===== src/rtl/odd_parity_serial_rx.sv =====
// Bit-serial frame receiver: start, DATA_BITS data (LSB first), parity, stop.
// Hands {parity,data} to a one-word valid/ready buffer; framing and overrun flagged, parity not judged.
module odd_parity_serial_rx #(
  parameter int CLKS_PER_BIT = 16,
  parameter int DATA_BITS    = 8
) (
  input  logic                 clk,
  input  logic                 rst,
  input  logic                 serial_in,
  output logic [DATA_BITS:0]   data_out,
  output logic                 data_valid,
  input  logic                 data_ready,
  output logic                 framing_err,
  output logic                 overrun,
  output logic                 busy
);

  localparam int CW = (CLKS_PER_BIT > 1) ? $clog2(CLKS_PER_BIT) : 1;
  localparam int BW = (DATA_BITS > 1) ? $clog2(DATA_BITS) : 1;
  localparam logic [CW-1:0] HALF_LAST = CW'(CLKS_PER_BIT / 2 - 1);
  localparam logic [CW-1:0] BIT_LAST  = CW'(CLKS_PER_BIT - 1);
  localparam logic [BW-1:0] DATA_LAST = BW'(DATA_BITS - 1);

  typedef enum logic [2:0] {IDLE, START, DATA, PARITY, STOP} state_t;

  state_t               state, state_nxt;
  logic [CW-1:0]        clk_cnt, clk_cnt_nxt;
  logic [BW-1:0]        bit_cnt, bit_cnt_nxt;
  logic [DATA_BITS-1:0] data_sh, data_nxt;
  logic                 par_q, par_nxt;
  logic                 armed, armed_nxt;
  logic                 sync_a, rx_s;
  logic                 frame_ok, frame_bad, done_q;
  logic                 mid_bit;

  // Synchroniser resets to the idle level so reset never looks like a start edge.
  always_ff @(posedge clk or posedge rst) begin
    if (rst) begin
      sync_a <= 1'b1;
      rx_s   <= 1'b1;
    end else begin
      sync_a <= serial_in;
      rx_s   <= sync_a;
    end
  end

  always_ff @(posedge clk or posedge rst) begin
    if (rst) begin
      state   <= IDLE;
      clk_cnt <= '0;
      bit_cnt <= '0;
      data_sh <= '0;
      par_q   <= 1'b0;
      armed   <= 1'b0;
    end else begin
      state   <= state_nxt;
      clk_cnt <= clk_cnt_nxt;
      bit_cnt <= bit_cnt_nxt;
      data_sh <= data_nxt;
      par_q   <= par_nxt;
      armed   <= armed_nxt;
    end
  end

  assign mid_bit = (clk_cnt == BIT_LAST);

  always_comb begin
    state_nxt   = state;
    clk_cnt_nxt = clk_cnt;
    bit_cnt_nxt = bit_cnt;
    data_nxt    = data_sh;
    par_nxt     = par_q;
    armed_nxt   = armed;
    frame_ok    = 1'b0;
    frame_bad   = 1'b0;
    case (state)
      IDLE: begin
        clk_cnt_nxt = '0;
        if (rx_s) begin
          armed_nxt = 1'b1;
        end else if (armed) begin
          state_nxt = START;
        end
      end
      START: begin
        if (clk_cnt == HALF_LAST) begin
          clk_cnt_nxt = '0;
          if (rx_s) begin
            state_nxt = IDLE;
          end else begin
            state_nxt   = DATA;
            bit_cnt_nxt = '0;
          end
        end else begin
          clk_cnt_nxt = clk_cnt + 1'b1;
        end
      end
      DATA: begin
        if (mid_bit) begin
          clk_cnt_nxt = '0;
          data_nxt    = (data_sh >> 1) | (DATA_BITS'(rx_s) << (DATA_BITS - 1));
          if (bit_cnt == DATA_LAST) begin
            state_nxt = PARITY;
          end else begin
            bit_cnt_nxt = bit_cnt + 1'b1;
          end
        end else begin
          clk_cnt_nxt = clk_cnt + 1'b1;
        end
      end
      PARITY: begin
        if (mid_bit) begin
          clk_cnt_nxt = '0;
          par_nxt     = rx_s;
          state_nxt   = STOP;
        end else begin
          clk_cnt_nxt = clk_cnt + 1'b1;
        end
      end
      STOP: begin
        if (mid_bit) begin
          clk_cnt_nxt = '0;
          state_nxt   = IDLE;
          if (rx_s) begin
            frame_ok = 1'b1;
          end else begin
            // Disarm so a line stuck low reports a single framing error.
            frame_bad = 1'b1;
            armed_nxt = 1'b0;
          end
        end else begin
          clk_cnt_nxt = clk_cnt + 1'b1;
        end
      end
      default: state_nxt = IDLE;
    endcase
  end

  assign busy = (state != IDLE);

  always_ff @(posedge clk or posedge rst) begin
    if (rst) begin
      done_q      <= 1'b0;
      framing_err <= 1'b0;
    end else begin
      done_q      <= frame_ok;
      framing_err <= frame_bad;
    end
  end

  // par_q/data_sh stay untouched until the next frame's data phase, so done_q can use them.
  always_ff @(posedge clk or posedge rst) begin
    if (rst) begin
      data_out   <= '0;
      data_valid <= 1'b0;
      overrun    <= 1'b0;
    end else begin
      overrun <= 1'b0;
      if (done_q) begin
        if (!data_valid || data_ready) begin
          data_out   <= {par_q, data_sh};
          data_valid <= 1'b1;
        end else begin
          overrun <= 1'b1;
        end
      end else if (data_valid && data_ready) begin
        data_valid <= 1'b0;
      end
    end
  end

endmodule

===== config.mk =====
export PLATFORM = sky130hd
export DESIGN_NAME = odd_parity_serial_rx
export DESIGN_NICKNAME = d
export VERILOG_FILES = /design/src/rtl/odd_parity_serial_rx.sv
export SDC_FILE = /design/constraint.sdc
export NUM_CORES = 1
export LEC_CHECK = 0
export BUFFER_PORTS_ARGS = -buffer_cell sky130_fd_sc_hd__buf_2
export CAP_MARGIN = 20
export CORE_UTILIZATION = 40
export DETAILED_ROUTE_END_ITERATION = 10
export PLACE_DENSITY = 0.7
export SLEW_MARGIN = 20
export SYNTH_ARGS = -nofsm -noshare
export SYNTH_HDL_FRONTEND = slang
export SYNTH_SLANG_ARGS = --single-unit

===== constraint.sdc =====
create_clock -name clk -period 2.25 [get_ports clk]
set_input_delay 0.1125 -clock clk [delete_from_list [all_inputs] [get_ports clk]]
set_output_delay 0.1125 -clock clk [all_outputs]
set_load 0.01 [all_outputs]

Word-level counts from Yosys, hierarchy flattened --
Index checks and enable logic that the tools add are counted.
Operators by class: reduce and logical (&&, ||, !) cells 17, $add $sub $neg 2, magnitude comparators 0, equal/unequal tests 19, mux-type cells 32, bitwise gates (word level) 1, shifts and indexed selects 0, $mul 0, divide/modulo/power cells 0
Operators with widths (number):
- 3-bit 2-to-1 mux | 11
- 2-bit != test (second input constant) | 11
- 3-bit one-hot mux with 5 select lines | 1
- 1-bit 2-to-1 mux | 14
- 4-bit one-hot mux with 3 select lines | 1
- 4-bit 2-to-1 mux | 2
- 7-bit by 8-bit OR with 8-bit output | 1
- 2-bit AND reduction | 4
- 7-bit AND reduction | 1
- 3-bit by 2-bit == test with 1-bit output (second input constant) | 2
- 3-bit == test (second input constant) | 2
- 3-bit one-hot mux with 2 select lines | 1
- 2-bit nonzero test | 3
- 3-bit nonzero test | 2
- 5-bit AND reduction | 1
- 4-bit by 1-bit adder with 4-bit output (second input constant) | 1
- 4-bit by 3-bit == test with 1-bit output (second input constant) | 1
- 4-bit == test (second input constant) | 1
- 4-bit AND reduction | 1
- 3-bit by 1-bit adder with 3-bit output (second input constant) | 1
- 3-bit by 1-bit == test with 1-bit output (second input constant) | 1
- 3-bit zero test | 1
- 3-bit OR reduction | 1
- 2-bit 2-to-1 mux | 1
- other kinds (5) | 5
Word-level totals: bits in writable memories 0, memories 0, bits in latches 0, flip-flop bits (word level) 35, output and inout bits 13, input bits 4, logic and storage cells 84, bits in read-only memories 0

Longest topological paths before layout --
depth after elaboration 4, mapped depth 6, depth with buffers taken out 6

Least setup slack after synthesis --
Ideal clock, no wire load.
path kind flip-flop to flip-flop, start register bit_cnt[0], end register bit_cnt[0], cell stages (with the launch flop) 7, slack 0.619 ns, data required time 2.125 ns, data arrival time 1.507 ns, cell sequence dfrtp_1 > ha_1 > ha_1 > nor2_1 > a31oi_1 > or3_1 > mux2_2
Between the ends: longest elaborated chain between the ends 4
RTL lines:
- start: declaration | line 28 | logic [BW-1:0] bit_cnt, bit_cnt_nxt;
- start signal: assignment | line 58 | bit_cnt <= bit_cnt_nxt;
- 3-bit by 1-bit adder with 3-bit output | line 105 | bit_cnt_nxt = bit_cnt + 1'b1;
- 3-bit 2-to-1 mux | line 102 | if (bit_cnt == DATA_LAST) begin
- 3-bit 2-to-1 mux | line 99 | if (mid_bit) begin
- 3-bit one-hot mux with 2 select lines | line 76 | case (state)
Parallel ways exist; a longest one is shown, timed or not. The select of a mux whose other input is x is not followed. A chain may end at the register's enable or synchronous reset.

Worst setup path in the final report --
start register clk_cnt[0], end register data_sh[3]
Between the ends: longest elaborated chain between the ends 2
RTL lines:
- start: declaration | line 27 | logic [CW-1:0] clk_cnt, clk_cnt_nxt;
- start signal: assignment | line 57 | clk_cnt <= clk_cnt_nxt;
- 4-bit == test | line 65 | assign mid_bit = (clk_cnt == BIT_LAST);
- 2-bit AND reduction (no line)
- end signal: assignment | line 59 | data_sh <= data_nxt;
- end: declaration | line 29 | logic [DATA_BITS-1:0] data_sh, data_nxt;
Every way passes these cells.

==> flow_summary_export.csv <==
group,metric,value,unit
status,status,"complete, no violations",
place,portBuffers,16,
worst_hold_path,hold_class,"input port to flip-flop",
synth,synth_ff_type,"dfrtp_1",
setup_path,critPathBufInv,0,
setup_path,start_kind,"flip-flop",
setup_path,path_cells,"ha_1 -> nand3_4 -> nor3_4 -> mux2_2",
run,drv_cap,0,
synth,yosysSeqAreaShare,0.558,
synth,ys_top_cells_by_area,"dfrtp_1 52%, mux2_2 14%, dfstp_2 3.3%, nand2_1 2.6%, ha_1 2.4%",
finish,multi_input_area,646,um^2
global_routing,grt_pass1_wl,4.95,mm
drt,wirelength,2.84,mm
power_and_ir_drop,ir_drop,0.000480,V
global_routing,grt_start_max_net_pins,36,
synth,synth_top_family_by_area,"multiplexers",
finish,fillers,357,
global_routing,grt_pass1_vias,1106,
synth,synth_nets,138,
floorplanning,die_w,64.8,um
clocking,cts_root_buf,"clkbuf_8",
drt,drc,0,
setup_path,cpMaxStageDelayCell,"dfrtp_1",
sta,min_period,1790,ps
sta,rsz0062_at_grt,"no",
global_routing,antenna_found_initial,0,
finish,mostFrequentLayoutCells,"33 x dfrtp_1, 20 x mux2_2, 16 x buf_2, 11 x nand2_1",
synth,synth_xor_area_frac,0.0111,
synth,synth_compound_area_frac,0.0969,
clocking,clock_latency,290,ps
clocking,htreeDepth,2,
synth,muxShareOfSynthArea,0.143,
power_and_ir_drop,p_total,1.37,mW
finish,syn2layout_area_growth,14.0,%
place,post_dp_cell_area,0.00169,mm^2
sta,hold_viol,0,
place,dp_hpwl,1.99,mm
synth,synth_top_area_frac,0.524,
setup_path,cp_max_fo,8,
synth,syn_inst,131,
drt,drt-pass1-iter-count,4,
clocking,post_cts.repair.setup_buffers,0,
setup_path,regToRegSetupSlack,460,ps
synth,synth_top_area_cell,"dfrtp_1",
finish,final_layout_size_suffix_gt1_frac,0.342,
clocking,clockBufferDepth,2,
sta,setup_violations,0,
clocking,path_clk_slew,80,ps
global_routing,grtUsageTotal,0.160,
finish,seqCellArea,878,um^2
floorplanning,core-area,0.00372,mm^2
drt,first_iter_violations,63,
drt,vias,1080,
setup_path,critPathTopFamily,"simple AND/OR/NAND/NOR gates",
clocking,cts_tree,"yes",
sta,setup_tns,0,ps
synth,yosysWarnings,0,
setup_path,cp.required,2420,ps
finish,final_nets,158,
finish,insertedDiodeCount,0,
synth,async_flop_share,1.00,
synth,syn_area,0.00158,mm^2
floorplanning,die_area,0.00419,mm^2
setup_path,worst_ep_arrival_time,1960,ps
setup_path,critical_path.max_stage_delay,410,ps
sta,drv_slew,0,
sta,fmax,559,MHz
sta,fin_skew,7.86,ps
synth,synth-seq-cells,35,
drt,via_per_inst,5.40,
drt,ant_nets,0,
setup_path,worstSetupStartpoint,"clk_cnt[0]",
floorplanning,rows,22,
clocking,numCtsBuffers,5,
synth,yosys.area_share.simple,0.135,
drt,wl_per_cell,14.2,um
place,gp_congestion,0.805,
sta,fin_crit_sh,0.795,
setup_path,crit_type,"flip-flop to flip-flop",
clocking,cts_resized,0,
floorplanning,die_h,64.8,um
synth,ys_types,36,
floorplanning,io_pins,17,
global_routing,overflow,0,
clocking,cts.sinks,35,
sta,slew_headroom,0.626,
synth,synth_adder_area_share,0.0238,
floorplanning,start_util,0.424,
synth,synth_edf_count,0,
finish,layout_commonest_cell,"dfrtp_1",
power_and_ir_drop,power_leakage,0.890,nW
worst_hold_path,min-delay-start,"data_ready",
power_and_ir_drop,power_density,763,mW/mm^2
setup_path,r2r-start,"clk_cnt[0]",
setup_path,end_kind,"flip-flop",
synth,syn_avg_cell_area,12.0,um^2
sta,worstMarginPinSlew,561,ps
finish,fin_area,0.00180,mm^2
==> final cells by class <==
type	count	share of cell area
sequential	35	0.489
clock inverter	3	0.0111
timing repair buffer	19	0.0599
multi-input combinational	86	0.360
tap	48	0.0334
clock buffer	5	0.0383
inverter	4	0.00836
==> flip-flops by register name, summed over array words and instances, names as in the netlist <==
signal / flops
clk_cnt: 4
sync_a: 1
data_sh: 8
bit_cnt: 3
data_valid: 1
done_q: 1
framing_err: 1
state: 3
armed: 1
overrun: 1
rx_s: 1
par_q: 1
data_out: 9
==> worst paths after layout <==
check / end / cells past startpoint
worst max-delay path: data_sh[3] / 4
worst min-delay path: overrun / 3
worst max register to register: data_sh[3] / 4
worst min register to register: rx_s / 0
max in group asynchronous: sync_a / 4
min in group asynchronous: overrun / 4
==> through the flow <==
step                      hold slack, ps   util  std cells  worst slack [ps]
after floorplan                      117      -        131               619
after global placement               218  0.454        190               519
after detailed placement             222  0.454        190               468
after CTS                            102  0.483        200               455
after global routing                 120  0.483        200               325
final                                115  0.483        200               462
==> worst register-to-register path, stage by stage, from the launching register on <==
cell     delay (ps)
dfrtp_1         410
ha_1            320
nand3_4         160
nor3_4          400
mux2_2          390
==> Yosys cell counts (2+ instances only) <==
| cell type | number |
|---|---|
| inv_1 | 4 |
| nand2_1 | 11 |
| mux2_2 | 20 |
| nand3_1 | 4 |
| dfstp_2 | 2 |
| a21oi_1 | 7 |
| buf_2 | 2 |
| o21ai_0 | 7 |
| nand2b_1 | 2 |
| a31oi_1 | 2 |
| nor2_1 | 4 |
| ha_1 | 3 |
| clkbuf_1 | 2 |
| a211oi_1 | 3 |
| a22o_1 | 2 |
| dfrtp_1 | 33 |
| or3_1 | 2 |
| nor3_1 | 3 |
==> layer usage <==
layer | part of all wire | track usage | vias up
met5 | 0 | 0 | -
met4 | 0.0092 | 0.0917 | 0
met3 | 0.038 | 0.0458 | 4
met2 | 0.54 | 0.280 | 21
met1 | 0.42 | 0.170 | 545
li1 | - | - | 510
==> kinds of logic after synthesis <==
group,count (synthesis)
simple gates,36
flops,35
compound gates,25
mux,20
buf+inv,10
fa+ha+maj,3
xor+xnor,2
==> repair_timing <==
item,4_1_cts,5_1_grt
setup endpoints to repair,0,0
hold endpoints to repair,34,0
hold buffers,2,0
==> power by group <==
group          internal, mW  switching, mW
combinational         0.101          0.107
clock                 0.215          0.229
sequential            0.656         0.0624
Note: power is estimated with default switching activity, not from simulation.
